### config.mk
export PLATFORM = sky130hd
export DESIGN_NAME = ctrl_pipe
export DESIGN_NICKNAME = d
export VERILOG_FILES = /design/src/rtl/ctrl_pkg.sv /design/src/rtl/ctrl_decode.sv /design/src/rtl/ctrl_pipe.sv
export SDC_FILE = /design/constraint.sdc
export NUM_CORES = 1
export LEC_CHECK = 0
export CAP_MARGIN = 0
export CORE_MARGIN = 5
export CORE_UTILIZATION = 44
export DETAILED_ROUTE_END_ITERATION = 16
export PLACE_DENSITY = 0.85
export SETUP_SLACK_MARGIN = 0.05
export SYNTH_ARGS = -nofsm -noshare
export SYNTH_HDL_FRONTEND = slang
export SYNTH_SLANG_ARGS = --single-unit
### constraint.sdc
create_clock -name clk -period 4.77 [get_ports clk]
set_input_delay 0.954 -clock clk [delete_from_list [all_inputs] [get_ports clk]]
set_output_delay 0.954 -clock clk [all_outputs]
set_load 0.1 [all_outputs]
### src/rtl/ctrl_pkg.sv
// Shared types and constants for the pipelined control decoder.
package ctrl_pkg;

  // Destination-register field width carried in every control bundle.
  localparam int CTRL_RD_W = 5;

  // ALU operation codes.
  localparam logic [2:0] ALU_PASSB = 3'b000;
  localparam logic [2:0] ALU_ADD   = 3'b010;
  localparam logic [2:0] ALU_SUB   = 3'b011;
  localparam logic [2:0] ALU_MUL   = 3'b100;
  localparam logic [2:0] ALU_LSL   = 3'b101;
  localparam logic [2:0] ALU_LSR   = 3'b110;

  // Opcode patterns on inst[31:21]; '?' bits are don't-care in casez.
  localparam logic [10:0] OP_ADDI = 11'b1001000100?;
  localparam logic [10:0] OP_ADDS = 11'b10101011000;
  localparam logic [10:0] OP_SUBS = 11'b11101011000;
  localparam logic [10:0] OP_MUL  = 11'b10011011000;
  localparam logic [10:0] OP_LSL  = 11'b11010011011;
  localparam logic [10:0] OP_LSR  = 11'b11010011010;
  localparam logic [10:0] OP_B    = 11'b000101?????;
  localparam logic [10:0] OP_CBZ  = 11'b10110100???;
  localparam logic [10:0] OP_BLT  = 11'b01010100???;
  localparam logic [10:0] OP_LDUR = 11'b11111000010;
  localparam logic [10:0] OP_STUR = 11'b11111000000;

  // Control bundle carried through ID/EX, EX/MEM and MEM/WB.
  typedef struct packed {
    logic                 valid;
    logic                 reg_write;
    logic                 mem_read;
    logic                 mem_write;
    logic                 mem_to_reg;
    logic                 alu_src;
    logic                 set_flags;
    logic [2:0]           alu_op;
    logic                 uncond_br;
    logic                 br_zero;
    logic                 br_lt;
    logic [CTRL_RD_W-1:0] rd;
  } ctrl_t;

  localparam ctrl_t CTRL_BUBBLE = '0;

endpackage

### src/rtl/ctrl_decode.sv
// Combinational opcode decoder: inst[31:21] to control bundle plus the
// source-operand usage needed by the load-use hazard check.
module ctrl_decode
  import ctrl_pkg::*;
(
  input  logic [10:0] opcode,
  output ctrl_t       ctrl,
  output logic        reg2loc,
  output logic        illegal_dec,
  output logic        rn_src,
  output logic        p2_src
);

  // Decode table; valid and rd are filled in by the pipeline from the instruction.
  always_comb begin
    // NOTE: every output gets a default before the case so no path can infer a latch.
    ctrl        = CTRL_BUBBLE;
    reg2loc     = 1'b0;
    illegal_dec = 1'b0;
    rn_src      = 1'b1;
    p2_src      = 1'b0;
    casez (opcode)
      OP_ADDI: begin
        ctrl.reg_write = 1'b1;
        ctrl.alu_src   = 1'b1;
        ctrl.alu_op    = ALU_ADD;
      end
      OP_ADDS: begin
        ctrl.reg_write = 1'b1;
        ctrl.set_flags = 1'b1;
        ctrl.alu_op    = ALU_ADD;
        p2_src         = 1'b1;
      end
      OP_SUBS: begin
        ctrl.reg_write = 1'b1;
        ctrl.set_flags = 1'b1;
        ctrl.alu_op    = ALU_SUB;
        p2_src         = 1'b1;
      end
      OP_MUL: begin
        ctrl.reg_write = 1'b1;
        ctrl.alu_op    = ALU_MUL;
        p2_src         = 1'b1;
      end
      OP_LSL: begin
        ctrl.reg_write = 1'b1;
        ctrl.alu_src   = 1'b1;
        ctrl.alu_op    = ALU_LSL;
      end
      OP_LSR: begin
        ctrl.reg_write = 1'b1;
        ctrl.alu_src   = 1'b1;
        ctrl.alu_op    = ALU_LSR;
      end
      OP_B: begin
        ctrl.uncond_br = 1'b1;
        rn_src         = 1'b0;
      end
      OP_CBZ: begin
        reg2loc      = 1'b1;
        ctrl.br_zero = 1'b1;
        ctrl.alu_op  = ALU_PASSB;
        p2_src       = 1'b1;
      end
      OP_BLT: begin
        ctrl.br_lt = 1'b1;
        rn_src     = 1'b0;
      end
      OP_LDUR: begin
        reg2loc         = 1'b1;
        ctrl.reg_write  = 1'b1;
        ctrl.alu_src    = 1'b1;
        ctrl.mem_read   = 1'b1;
        ctrl.mem_to_reg = 1'b1;
        ctrl.alu_op     = ALU_ADD;
      end
      OP_STUR: begin
        reg2loc        = 1'b1;
        ctrl.alu_src   = 1'b1;
        ctrl.mem_write = 1'b1;
        ctrl.alu_op    = ALU_ADD;
        p2_src         = 1'b1;
      end
      default: illegal_dec = 1'b1;
    endcase
  end

endmodule

### src/rtl/ctrl_pipe.sv
// Control pipeline for the 5-stage core: decodes the ID instruction, carries
// the control bundle through ID/EX, EX/MEM and MEM/WB, detects load-use
// hazards and squashes the ID instruction on a taken branch.
module ctrl_pipe
  import ctrl_pkg::*;
#(
  parameter int REG_AW       = CTRL_RD_W,
  parameter int ZERO_REG     = 31,
  parameter bit HAZARD_EN    = 1'b1,
  parameter bit TRAP_ILLEGAL = 1'b1
) (
  input  logic        clk,
  input  logic        reset,
  input  logic [31:0] inst,
  input  logic        inst_valid,
  input  logic        br_taken,
  output logic        reg2loc,
  output logic        stall,
  output ctrl_t       id_ex_ctrl,
  output ctrl_t       ex_mem_ctrl,
  output ctrl_t       mem_wb_ctrl,
  output logic        illegal
);

  ctrl_t             dec_ctrl;
  ctrl_t             decoded;
  logic              illegal_dec;
  logic              rn_src;
  logic              p2_src;
  logic [REG_AW-1:0] rn_addr;
  logic [REG_AW-1:0] p2_addr;
  logic [REG_AW-1:0] ex_rd;
  logic              ex_is_load;
  logic              src_hit;
  logic              unused_inst;

  ctrl_decode u_decode (
    .opcode      (inst[31:21]),
    .ctrl        (dec_ctrl),
    .reg2loc     (reg2loc),
    .illegal_dec (illegal_dec),
    .rn_src      (rn_src),
    .p2_src      (p2_src)
  );

  // Immediate/shift-amount bits play no part in control decode.
  assign unused_inst = ^inst[15:10];

  // Complete a recognised bundle with the instruction's valid and destination.
  always_comb begin
    decoded = dec_ctrl;
    if (!illegal_dec) begin
      decoded.valid = inst_valid;
      decoded.rd    = inst[CTRL_RD_W-1:0];
    end
  end

  // Load-use hazard: a live load in EX writing a register the ID instruction reads.
  assign rn_addr    = inst[5 +: REG_AW];
  assign p2_addr    = reg2loc ? inst[0 +: REG_AW] : inst[16 +: REG_AW];
  assign ex_rd      = id_ex_ctrl.rd[REG_AW-1:0];
  assign ex_is_load = id_ex_ctrl.valid && id_ex_ctrl.mem_read && (ex_rd != REG_AW'(ZERO_REG));
  assign src_hit    = (rn_src && (rn_addr == ex_rd)) || (p2_src && (p2_addr == ex_rd));
  assign stall      = HAZARD_EN && ex_is_load && inst_valid && src_hit;

  // Stage registers; a flush or stall inserts a bubble into ID/EX only.
  always_ff @(posedge clk) begin
    if (reset) begin
      id_ex_ctrl  <= CTRL_BUBBLE;
      ex_mem_ctrl <= CTRL_BUBBLE;
      mem_wb_ctrl <= CTRL_BUBBLE;
    end else begin
      // NOTE: non-blocking assignments so each stage captures the previous stage's pre-edge value.
      if (br_taken || stall) begin
        id_ex_ctrl <= CTRL_BUBBLE;
      end else begin
        id_ex_ctrl <= decoded;
      end
      ex_mem_ctrl <= id_ex_ctrl;
      mem_wb_ctrl <= ex_mem_ctrl;
    end
  end

  // Sticky flag for an undecodable instruction that actually enters ID/EX.
  always_ff @(posedge clk) begin
    if (reset) begin
      illegal <= 1'b0;
    end else if (TRAP_ILLEGAL && inst_valid && illegal_dec && !br_taken && !stall) begin
      illegal <= 1'b1;
    end
  end

endmodule
==> impl_metrics.py <==
metrics = {
    "placed_design": {
        "port_buffers": 86,
        "hpwl_um": 3580,
        "globalplace.congestion": 0.824,
        "place_ws_ns": 0.582,
    },
    "synthesis": {
        "synth.distinct_cells": 42,
        "synth.cell_area_sq_um": 2000,
        "synth_edf_count": 0,
        "avgSynthCellArea_sq_um": 10.4,
        "ys_warn_count": 0,
        "synth_fp_nets": 227,
        "seq_area_frac_synth_pct": 52.2,
        "syn_inst": 191,
        "ys_ff_latch": 52,
        "synthArstFlopShare_pct": 0,
        "synth_top_flop_cell": "dfxtp_1",
    },
    "worst_hold_path": {
        "hp-class": "reg2reg",
        "min_path_cells": 1,
    },
    "timing": {
        "fin_setup_tns_ns": 0,
        "period_share_pct": 88.4,
        "final_hold_viol_count": 0,
        "setup_ws_ns": 0.553,
        "slew_violations": 0,
        "fmax_mhz": 237,
        "grt_setup_unrepaired": "no",
        "slew_headroom_pct": 32.8,
        "timing.final.setup_violations": 0,
        "clock_skew_ns": 0.00613,
        "worst_slew_pin_slew_ns": 1.00,
        "period_minus_slack_ns": 4.22,
    },
    "clock_network": {
        "cts_buffer_depth": 2,
        "htree_levels": 2,
        "cts_made_buffers": 5,
        "cts_resized": 0,
        "cts_tree": "built",
        "clock-sinks": 52,
        "post_cts_buffers": 0,
        "clkTransAtPathRegs_ns": 0.09,
        "cts_root_buffer": "clkbuf_8",
        "ctsHoldBuffers": 0,
        "worstSkewPairLatency_ns": 0.29,
    },
    "power": {
        "p_int_w": 0.000624,
        "clockPowerShare_pct": 36.0,
        "leakage_nw": 1.07,
        "pwr-share-seq_pct": 55.3,
        "power.density_nw_per_um2": 265,
        "net-switching-power_w": 0.000164,
        "power_w": 0.000788,
        "p_comb_share_pct": 8.7,
        "p_sw_share_pct": 20.8,
        "vdd_drop_max_mv": 0.126,
    },
    "cells_and_area": {
        "drive_gt1_share_pct": 8.39,
        "final.fill_count": 339,
        "fin_util_pct": 67.8,
        "area_growth_pct": 49.0,
        "diodes": 0,
        "nets": 309,
    },
    "critical_path": {
        "crit_type": "in2out",
        "reg2reg_slack_ns": 2.81,
        "start_kind": "input port",
        "cp-end-kind": "output pin",
        "worstPathArrival_ns": 3.26,
        "crit_required_ns": 3.82,
        "cp_max_fo": 15,
        "worstRegToRegCells": 5,
    },
    "route": {
        "wl_per_cell_um": 13.7,
        "viasPerCell": 5.07,
        "num_vias": 1653,
        "drc": 0,
        "ant_nets": 0,
        "drtPass1Iterations": 4,
        "wl_um": 4460,
        "initialDrtViolationCount": 58,
    },
    "floorplan": {
        "fp.dieH_um": 77.3,
        "rows": 24,
        "die_area_sq_um": 5980,
        "start_util_pct": 45.5,
        "die_x_um": 77.3,
        "core_area_sq_um": 4380,
        "io_pins": 93,
    },
    "global_route": {
        "grt-ovfl-total": 0,
        "grt_pass1_wl_um": 6970,
        "grt_usage_pct": 14.3,
        "antenna_found_initial": 0,
        "grt_max_degree": 43,
        "grt_pass1_vias": 1508,
    },
    "run_status": {
        "outcome": "completed",
    },
    "job": {
        "maxCapViolCount": 0,
    },
}
cells in the final DEF, fill, tap and decap left out, types with 3 or more instances in the layout:
cell             count
a211oi_2             3
a21oi_1              4
clkbuf_8             5
clkdlybuf4s50_1     84
dfxtp_1             52
inv_1                3
nand2_1              3
nand2b_1             4
nand3_1              3
nor2_1               6
nor2b_1             33
nor3_1              17
nor4b_1              3
or4b_1               5
xnor2_1              4
xor2_1               9
kinds of logic after synthesis:
| logic type | synth area share [%] |
|---|---|
| AOI/OAI and AO/OA | 7.46 |
| and+or+nand+nor | 30.4 |
| xor gates and xnor gates | 5.71 |
| buffers and inverters | 4.26 |
| DFF | 52.2 |
registers in the layout, summed over array words and instances (netlist names):
signal,flops
id_ex_ctrl,12
illegal,1
ex_rd,5
ex_mem_ctrl,17
mem_wb_ctrl,17
worst paths after layout:
| kind | startpoint | end |
|---|---|---|
| max | inst[30] | stall |
| min | id_ex_ctrl[10] | ex_mem_ctrl[10] |
| max reg2reg | ex_rd[4] | id_ex_ctrl[14] |
| min reg2reg | id_ex_ctrl[10] | ex_mem_ctrl[10] |
layout make-up:
cell class	instances	area, sq um	area share [%]
clock buffer	5	68.8	2.31
clock inverter	3	42.5	1.43
inverter	3	11.3	0.379
multi-input combinational	124	870	29.2
sequential	52	1040	35.0
tap	52	65.1	2.19
timing repair buffer	87	876	29.4
power groups by stage:
stage / combinational [W] / sequential, W / clock, W
finish: 0.0000685 / 0.000436 / 0.000284
global route: 0.0000736 / 0.000436 / 0.000310
CTS: 0.0000683 / 0.000436 / 0.000290
detailed placement: 0.0000680 / 0.000446 / 0
global placement: 0.0000673 / 0.000446 / 0
floorplan: 0.0000245 / 0.000454 / 0
metrics by stage:
step,cells,hold slack (ns),area (sq um)
2_1_floorplan,191,0.950,2000
3_3_place_gp,318,0.445,2860
3_5_place_dp,318,0.453,2860
4_1_cts,326,0.464,2970
5_1_grt,326,0.470,2970
6_report,326,0.460,2970
cell usage after synthesis, types with 3 or more instances:
master	number	area [sq um]
xnor2_1	4	35.0
nand2_1	3	11.3
nand3_1	3	15.0
nand2b_1	4	25.0
a211oi_2	3	37.5
a21oi_1	4	20.0
inv_1	3	11.3
clkbuf_1	5	18.8
dfxtp_1	52	1040
nor2_1	6	22.5
or4b_1	5	50.1
nor3_1	17	85.1
buf_4	3	22.5
xor2_1	9	78.8
nor2b_1	33	206
nor4b_1	3	26.3
metal layers:
layer	track usage (%)	up-vias	part of all wire (%)
li1	-	824	-
met1	16.7	755	42
met2	24.7	67	48
met3	4.17	7	8.8
met4	5.15	0	1.3
met5	0	-	0
critical path, cell delays in order:
cell             delay [ns]
clkdlybuf4s50_1        0.57
or3b_2                 0.53
a211oi_2               0.26
o21a_1                 0.17
o221a_2                0.40
or2_2                  0.20
buf_12                 0.17
Note: power is estimated with default switching activity, not from simulation.
